`src/rtl/ibex_pkg.sv`:
```
// Shared fetch-path constants for the Ibex instruction fetch unit.
package ibex_pkg;

  localparam int unsigned FETCH_FIFO_DEPTH = 3;
  localparam int unsigned FETCH_NUM_REQS   = 2;

endpackage

```
`src/rtl/ibex_instr_req_ctrl.sv`:
```
// Instruction bus initiator: issues word fetches, tracks outstanding
// responses and pushes them into the fetch FIFO.
module ibex_instr_req_ctrl
  import ibex_pkg::*;
#(
  parameter int unsigned NUM_REQS = FETCH_NUM_REQS
) (
  input  logic                clk_i,
  input  logic                rst_i,
  input  logic                req_i,
  input  logic                branch_i,
  input  logic [31:0]         addr_i,
  output logic                busy_o,
  input  logic [NUM_REQS-1:0] fifo_busy_i,
  output logic                fifo_clear_o,
  output logic                fifo_valid_o,
  output logic [31:0]         fifo_addr_o,
  output logic [31:0]         fifo_rdata_o,
  output logic                fifo_err_o,
  output logic                instr_req_o,
  input  logic                instr_gnt_i,
  output logic [31:0]         instr_addr_o,
  input  logic                instr_rvalid_i,
  input  logic [31:0]         instr_rdata_i,
  input  logic                instr_err_i
);

  typedef enum logic {
    IDLE,
    WAIT_GNT
  } state_e;

  state_e              state_q, state_d;
  logic [NUM_REQS-1:0] outstanding_q, outstanding_d;
  logic [NUM_REQS-1:0] discard_q, discard_d;
  logic [31:0]         fetch_addr_q, fetch_addr_d;
  logic [31:0]         stored_addr_q, stored_addr_d;
  logic [31:0]         branch_addr_q, branch_addr_d;
  logic                branch_pend_q, branch_pend_d;

  logic [NUM_REQS-1:0] occ_rev;
  logic [NUM_REQS-1:0] out_s;
  logic [NUM_REQS-1:0] disc_s;
  logic [31:0]         target;
  logic                cap_ok;
  logic                req_ok;
  logic                grant;
  logic                stale;
  logic                resp;

  assign target       = {addr_i[31:2], 2'b00};
  assign resp         = instr_rvalid_i & outstanding_q[0];
  assign fifo_clear_o = branch_i;
  assign fifo_addr_o  = addr_i;
  assign fifo_rdata_o = instr_rdata_i;
  assign fifo_err_o   = instr_err_i;
  assign fifo_valid_o = resp & ~discard_q[0] & ~branch_i;
  assign busy_o       = outstanding_q[0] | (state_q == WAIT_GNT);

  // FIFO occupancy plus in-flight requests must stay within NUM_REQS
  always_comb begin
    for (int i = 0; i < int'(NUM_REQS); i++) begin
      occ_rev[i] = outstanding_q[int'(NUM_REQS) - 1 - i];
    end
    cap_ok = ~&(fifo_busy_i | occ_rev);
    req_ok = req_i & ~outstanding_q[NUM_REQS-1] & (branch_i | cap_ok);
  end

  always_comb begin
    state_d       = state_q;
    fetch_addr_d  = fetch_addr_q;
    stored_addr_d = stored_addr_q;
    branch_addr_d = branch_addr_q;
    branch_pend_d = branch_pend_q;
    instr_req_o   = 1'b0;
    instr_addr_o  = fetch_addr_q;
    stale         = 1'b0;
    unique case (state_q)
      IDLE: begin
        instr_req_o  = req_ok;
        instr_addr_o = branch_i ? target : fetch_addr_q;
        if (req_ok) begin
          if (instr_gnt_i) begin
            fetch_addr_d = instr_addr_o + 32'd4;
          end else begin
            state_d       = WAIT_GNT;
            stored_addr_d = instr_addr_o;
          end
        end else if (branch_i) begin
          fetch_addr_d = target;
        end
      end
      WAIT_GNT: begin
        instr_req_o  = 1'b1;
        instr_addr_o = stored_addr_q;
        if (branch_i) begin
          branch_addr_d = target;
          branch_pend_d = 1'b1;
        end
        if (instr_gnt_i) begin
          state_d       = IDLE;
          branch_pend_d = 1'b0;
          stale         = branch_i | branch_pend_q;
          if (branch_i) begin
            fetch_addr_d = target;
          end else if (branch_pend_q) begin
            fetch_addr_d = branch_addr_q;
          end else begin
            fetch_addr_d = stored_addr_q + 32'd4;
          end
        end
      end
      default: ;
    endcase
  end

  // Shift out the retiring response, then mark stale, then append the grant
  always_comb begin
    grant  = instr_req_o & instr_gnt_i;
    out_s  = resp ? (outstanding_q >> 1) : outstanding_q;
    disc_s = resp ? (discard_q >> 1) : discard_q;
    if (branch_i) begin
      disc_s = disc_s | out_s;
    end
    outstanding_d = out_s;
    discard_d     = disc_s;
    if (grant) begin
      outstanding_d = (out_s << 1) | {{(NUM_REQS-1){1'b0}}, 1'b1};
      if (stale) begin
        discard_d = disc_s | (outstanding_d & ~out_s);
      end
    end
  end

  always_ff @(posedge clk_i) begin
    if (rst_i) begin
      state_q       <= IDLE;
      outstanding_q <= '0;
      discard_q     <= '0;
      fetch_addr_q  <= '0;
      stored_addr_q <= '0;
      branch_addr_q <= '0;
      branch_pend_q <= 1'b0;
    end else begin
      state_q       <= state_d;
      outstanding_q <= outstanding_d;
      discard_q     <= discard_d;
      fetch_addr_q  <= fetch_addr_d;
      stored_addr_q <= stored_addr_d;
      branch_addr_q <= branch_addr_d;
      branch_pend_q <= branch_pend_d;
    end
  end

  always_ff @(posedge clk_i) begin
    if (!rst_i && instr_rvalid_i) begin
      assert (outstanding_q[0]);
    end
  end

endmodule

```
`config.mk`:
```
export PLATFORM = sky130hd
export DESIGN_NAME = ibex_instr_req_ctrl
export DESIGN_NICKNAME = d
export VERILOG_FILES = /design/src/rtl/ibex_pkg.sv /design/src/rtl/ibex_instr_req_ctrl.sv
export SDC_FILE = /design/constraint.sdc
export NUM_CORES = 1
export LEC_CHECK = 0
export ABC_AREA = 1
export ABC_CLOCK_PERIOD_IN_PS = 2250
export CAP_MARGIN = 30
export CORE_MARGIN = 2
export CORE_UTILIZATION = 40
export CTS_CLUSTER_DIAMETER = 120
export CTS_CLUSTER_SIZE = 20
export DETAILED_ROUTE_END_ITERATION = 10
export HOLD_SLACK_MARGIN = 0.15
export PLACE_DENSITY_LB_ADDON = 0.25
export SLEW_MARGIN = 15
export SYNTH_ARGS = -nofsm -noshare
export SYNTH_HDL_FRONTEND = slang
export SYNTH_SLANG_ARGS = --single-unit
```
`constraint.sdc`:
```
create_clock -name clk_i -period 2.25 [get_ports clk_i]
set_clock_uncertainty 0.2 [all_clocks]
set_input_delay 0.3375 -clock clk_i [delete_from_list [all_inputs] [get_ports clk_i]]
set_output_delay 0.3375 -clock clk_i [all_outputs]
set_load 0.01 [all_outputs]
```
==> impl_metrics.prom <==
# TYPE chip_impl_metric gauge
chip_impl_info{name="holdPathEnd",value="stored_addr_q[0]$_SDFFE_PP0P_"} 1
chip_impl_metric{name="drive_gt1_share",unit="%"} 17.9
chip_impl_metric{name="wire_length_of_the_first_global_routing_pass",unit="µm"} 39000
chip_impl_metric{name="num_rows",unit=""} 49
chip_impl_metric{name="fillers",unit=""} 1912
chip_impl_metric{name="synth.yosys.seq_area_share",unit="%"} 27.3
chip_impl_metric{name="reg2regPathDepth",unit=""} 11
chip_impl_metric{name="diodes",unit=""} 0
chip_impl_metric{name="placeableCoreArea",unit="µm²"} 18000
chip_impl_metric{name="timing.hold.worst_path_depth",unit=""} 2
chip_impl_metric{name="slew-limit-headroom",unit="%"} 63.0
chip_impl_metric{name="synthesis.area_per_instance",unit="µm²"} 6.32
chip_impl_metric{name="grt_pass1_vias",unit=""} 7228
chip_impl_info{name="rr_startpoint",value="stored_addr_q[10]$_SDFFE_PP0P_"} 1
chip_impl_metric{name="power.density_cell_area",unit="nW/µm²"} 533
chip_impl_metric{name="ctsHtreeMaxLevel",unit=""} 3
chip_impl_metric{name="insertion_delay",unit="ps"} 360
chip_impl_metric{name="critical_path.max_stage_delay",unit="ps"} 560
chip_impl_metric{name="synth_cells",unit=""} 1162
chip_impl_metric{name="timing_hold_violations_final",unit=""} 0
chip_impl_metric{name="detail_route.drc_violations",unit=""} 0
chip_impl_metric{name="via_count",unit=""} 7883
chip_impl_metric{name="ys_warn_count",unit=""} 0
chip_impl_metric{name="layout-area-overhead-vs-synth",unit="%"} 26.5
chip_impl_metric{name="report.final.slew_viol_count",unit=""} 0
chip_impl_metric{name="final_nets",unit=""} 1352
chip_impl_info{name="cts_tree",value="built"} 1
chip_impl_info{name="crit_path_capture_type",value="output pin"} 1
chip_impl_metric{name="setup_violations",unit=""} 0
chip_impl_metric{name="initial_utilization",unit="%"} 40.9
chip_impl_metric{name="critical_path_peak_fanout",unit=""} 3
chip_impl_info{name="critPathMostFrequentCell",value="clkdlybuf4s50_1"} 1
chip_impl_metric{name="finalNonFillerCells",unit=""} 1509
chip_impl_metric{name="clock_sinks",unit=""} 100
chip_impl_metric{name="setup.reg_to_reg.worst_slack",unit="ps"} 190
chip_impl_metric{name="chipHeight",unit="µm"} 140
chip_impl_metric{name="antenna_nets_post_route",unit=""} 0
chip_impl_metric{name="synth_seq_cells",unit=""} 100
chip_impl_metric{name="power.leakage",unit="nW"} 3.93
chip_impl_metric{name="floorplan.die_area",unit="µm²"} 19500
chip_impl_metric{name="tritoncts.num_buffers",unit=""} 9
chip_impl_metric{name="timing_limited_maximum_frequency",unit="MHz"} 463
chip_impl_metric{name="gr-total-overflow",unit=""} 0
chip_impl_info{name="crit_slowest_cell",value="clkdlybuf4s50_1"} 1
chip_impl_metric{name="io-pin-count",unit=""} 174
chip_impl_metric{name="peakVddDrop",unit="mV"} 0.352
chip_impl_metric{name="cp.arrival",unit="ps"} 1620
chip_impl_metric{name="drtPass1Iterations",unit=""} 6
chip_impl_info{name="crit_chain",value="clkdlybuf4s50_1, nand2_1, nor3_1, clkdlybuf4s50_1"} 1
chip_impl_metric{name="gp_routability_congestion",unit=""} 0.952
chip_impl_info{name="ys.flop_type",value="dfxtp_1"} 1
chip_impl_metric{name="cts.reportedPaths.clkPinSlew",unit="ps"} 70
chip_impl_metric{name="drt_iter0_drc",unit=""} 582
chip_impl_metric{name="io_buffer_count",unit=""} 103
chip_impl_info{name="mostFrequentLayoutCell",value="nand2_1"} 1
chip_impl_info{name="path_class",value="in2out"} 1
chip_impl_info{name="hold_path.class",value="reg2reg"} 1
chip_impl_metric{name="synth_cell_types",unit=""} 41
chip_impl_metric{name="detailed_place_hpwl",unit="µm"} 18800
chip_impl_info{name="run_status",value="finished clean"} 1
chip_impl_metric{name="routedWlPerCell",unit="µm"} 16.4
chip_impl_metric{name="placed_cells",unit=""} 1494
chip_impl_info{name="rsz0062_at_grt",value="false"} 1
chip_impl_metric{name="initial_antenna_violation_count",unit=""} 0
chip_impl_metric{name="multi_input_area",unit="µm²"} 4190
chip_impl_metric{name="grt_start_max_net_pins",unit=""} 64
chip_impl_metric{name="worst-endpoint-required",unit="ps"} 1710
chip_impl_metric{name="cts-root-to-sink-buffers",unit=""} 2
chip_impl_metric{name="timing.setup.tns",unit="ps"} 0
chip_impl_info{name="holdCritStartpoint",value="stored_addr_q[0]$_SDFFE_PP0P_"} 1
chip_impl_metric{name="final.hold.worst_slack",unit="ps"} 258
chip_impl_metric{name="final-seq-area",unit="µm²"} 2000
chip_impl_info{name="crit_family",value="buffers and inverters"} 1
chip_impl_metric{name="post-route-period-util",unit="%"} 96.1
chip_impl_metric{name="period_needed",unit="ps"} 2160
chip_impl_info{name="cts.root.buffer_cell",value="clkbuf_16"} 1
chip_impl_info{name="critPathLaunchType",value="input pin"} 1
chip_impl_info{name="commonest_cells_after_routing_fill_and_taps_aside",value="243 x nand2_1, 120 x o21ai_0, 120 x nor2_1"} 1
chip_impl_metric{name="tightest_slew",unit="ps"} 549
chip_impl_metric{name="synth_async_sr_flop_share",unit="%"} 0
chip_impl_metric{name="critPathBufInv",unit=""} 2
chip_impl_info{name="worstReg2RegEnd",value="fetch_addr_q[21]$_SDFFE_PP0N_"} 1
chip_impl_metric{name="synth_edf_count",unit=""} 0
chip_impl_metric{name="synth.cell_area",unit="µm²"} 7340
chip_impl_metric{name="wl",unit="µm"} 24800
chip_impl_metric{name="post_synthesis_net_count",unit=""} 1237
chip_impl_metric{name="max_cap_viol_count",unit=""} 0
chip_impl_metric{name="drt-vias-per-instance",unit=""} 5.22
chip_impl_metric{name="die_width",unit="µm"} 140
chip_impl_metric{name="groute.usage.overall",unit="%"} 25.4
layer usage:
| metal | routed length, µm | part of all wire (%) | track usage [%] | vias up |
|---|---|---|---|---|
| met5 | 0 | 0 | 0 | - |
| met1 | 10700 | 43 | 33.0 | 3638 |
| met4 | 929 | 3.7 | 10.6 | 0 |
| met2 | 11800 | 48 | 42.7 | 242 |
| met3 | 1340 | 5.4 | 3.17 | 39 |
| li1 | - | - | - | 3964 |
per-stage QoR:
stage               utilization [%]  total power [W]  instance area [µm²]  setup WS (ps)
finish                         51.7          0.00495                 9290           88.1
global route                   51.7          0.00517                 9290           3.82
CTS                            51.7          0.00497                 9290           5.19
detailed placement             50.1          0.00345                 9010           -220
global placement               50.1          0.00344                 9010           -225
floorplan                         -          0.00282                 7340            300
what timing repair did:
| item | in CTS | in global routing |
|---|---|---|
| hold buffers | 0 | 0 |
| cloned | 1 | 0 |
| setup buffers | 0 | 0 |
| gates resized for setup | 42 | 2 |
| pin swaps | 0 | 0 |
| setup endpoints to repair | 33 | 2 |
sequential cells by signal (all words and copies together), names as in the netlist:
name,count
outstanding_q,2
state_q,1
branch_pend_q,1
discard_q,2
fetch_addr_q,32
branch_addr_q,30
stored_addr_q,32
worst max path at each step:
stage                            start                             to  slack (ps)  depth (start not counted)
floorplan                     branch_i  fetch_addr_q[26]$_SDFFE_PP0N_         300                         13
global placement            addr_i[29]               instr_addr_o[29]        -230                          6
detailed placement          addr_i[31]               instr_addr_o[31]        -220                          6
CTS                 state_q$_SDFF_PP0_                         busy_o           5                          4
global route            instr_rvalid_i                   fifo_valid_o           4                          4
finish                  instr_rvalid_i                   fifo_valid_o          90                          4
kinds of logic after synthesis:
group	synth area share, %
AND/OR/NAND/NOR	34.4
AO/OA/AOI/OAI	20.8
buffers and inverters	15.8
flip-flops	27.3
XOR/XNOR	1.43
adder cells (fa/ha/maj)	0.341
cells in the mapped netlist, drive strengths merged (9+ instances only):
cell / n / area [µm²]
inv: 104 / 390
nor3: 17 / 90.1
xor2: 11 / 96.3
o21ai: 127 / 643
nand3: 73 / 423
a21oi: 119 / 603
a211oi: 21 / 158
nand2: 298 / 1300
clkbuf: 36 / 135
a31oi: 9 / 56.3
dfxtp: 100 / 2000
nor2: 140 / 654
buf: 84 / 627
final cells by class:
type / count / area share (%)
timing repair buffer: 224 / 23.0
inverter: 106 / 4.31
tap: 229 / 3.08
multi-input combinational: 836 / 45.1
clock buffer: 11 / 2.51
sequential: 100 / 21.6
clock inverter: 3 / 0.431
power by group:
group / switching, W / total, W / internal (W)
Clock: 0.000713 / 0.00156 / 0.000849
Sequential: 0.0000734 / 0.00197 / 0.00190
Combinational: 0.000809 / 0.00142 / 0.000608
worst min-delay path, stage by stage (launching register included):
cell and delay [ps]:
dfxtp_1 300, inv_1 60, a211oi_1 60
Note: power is estimated with default switching activity, not from simulation.
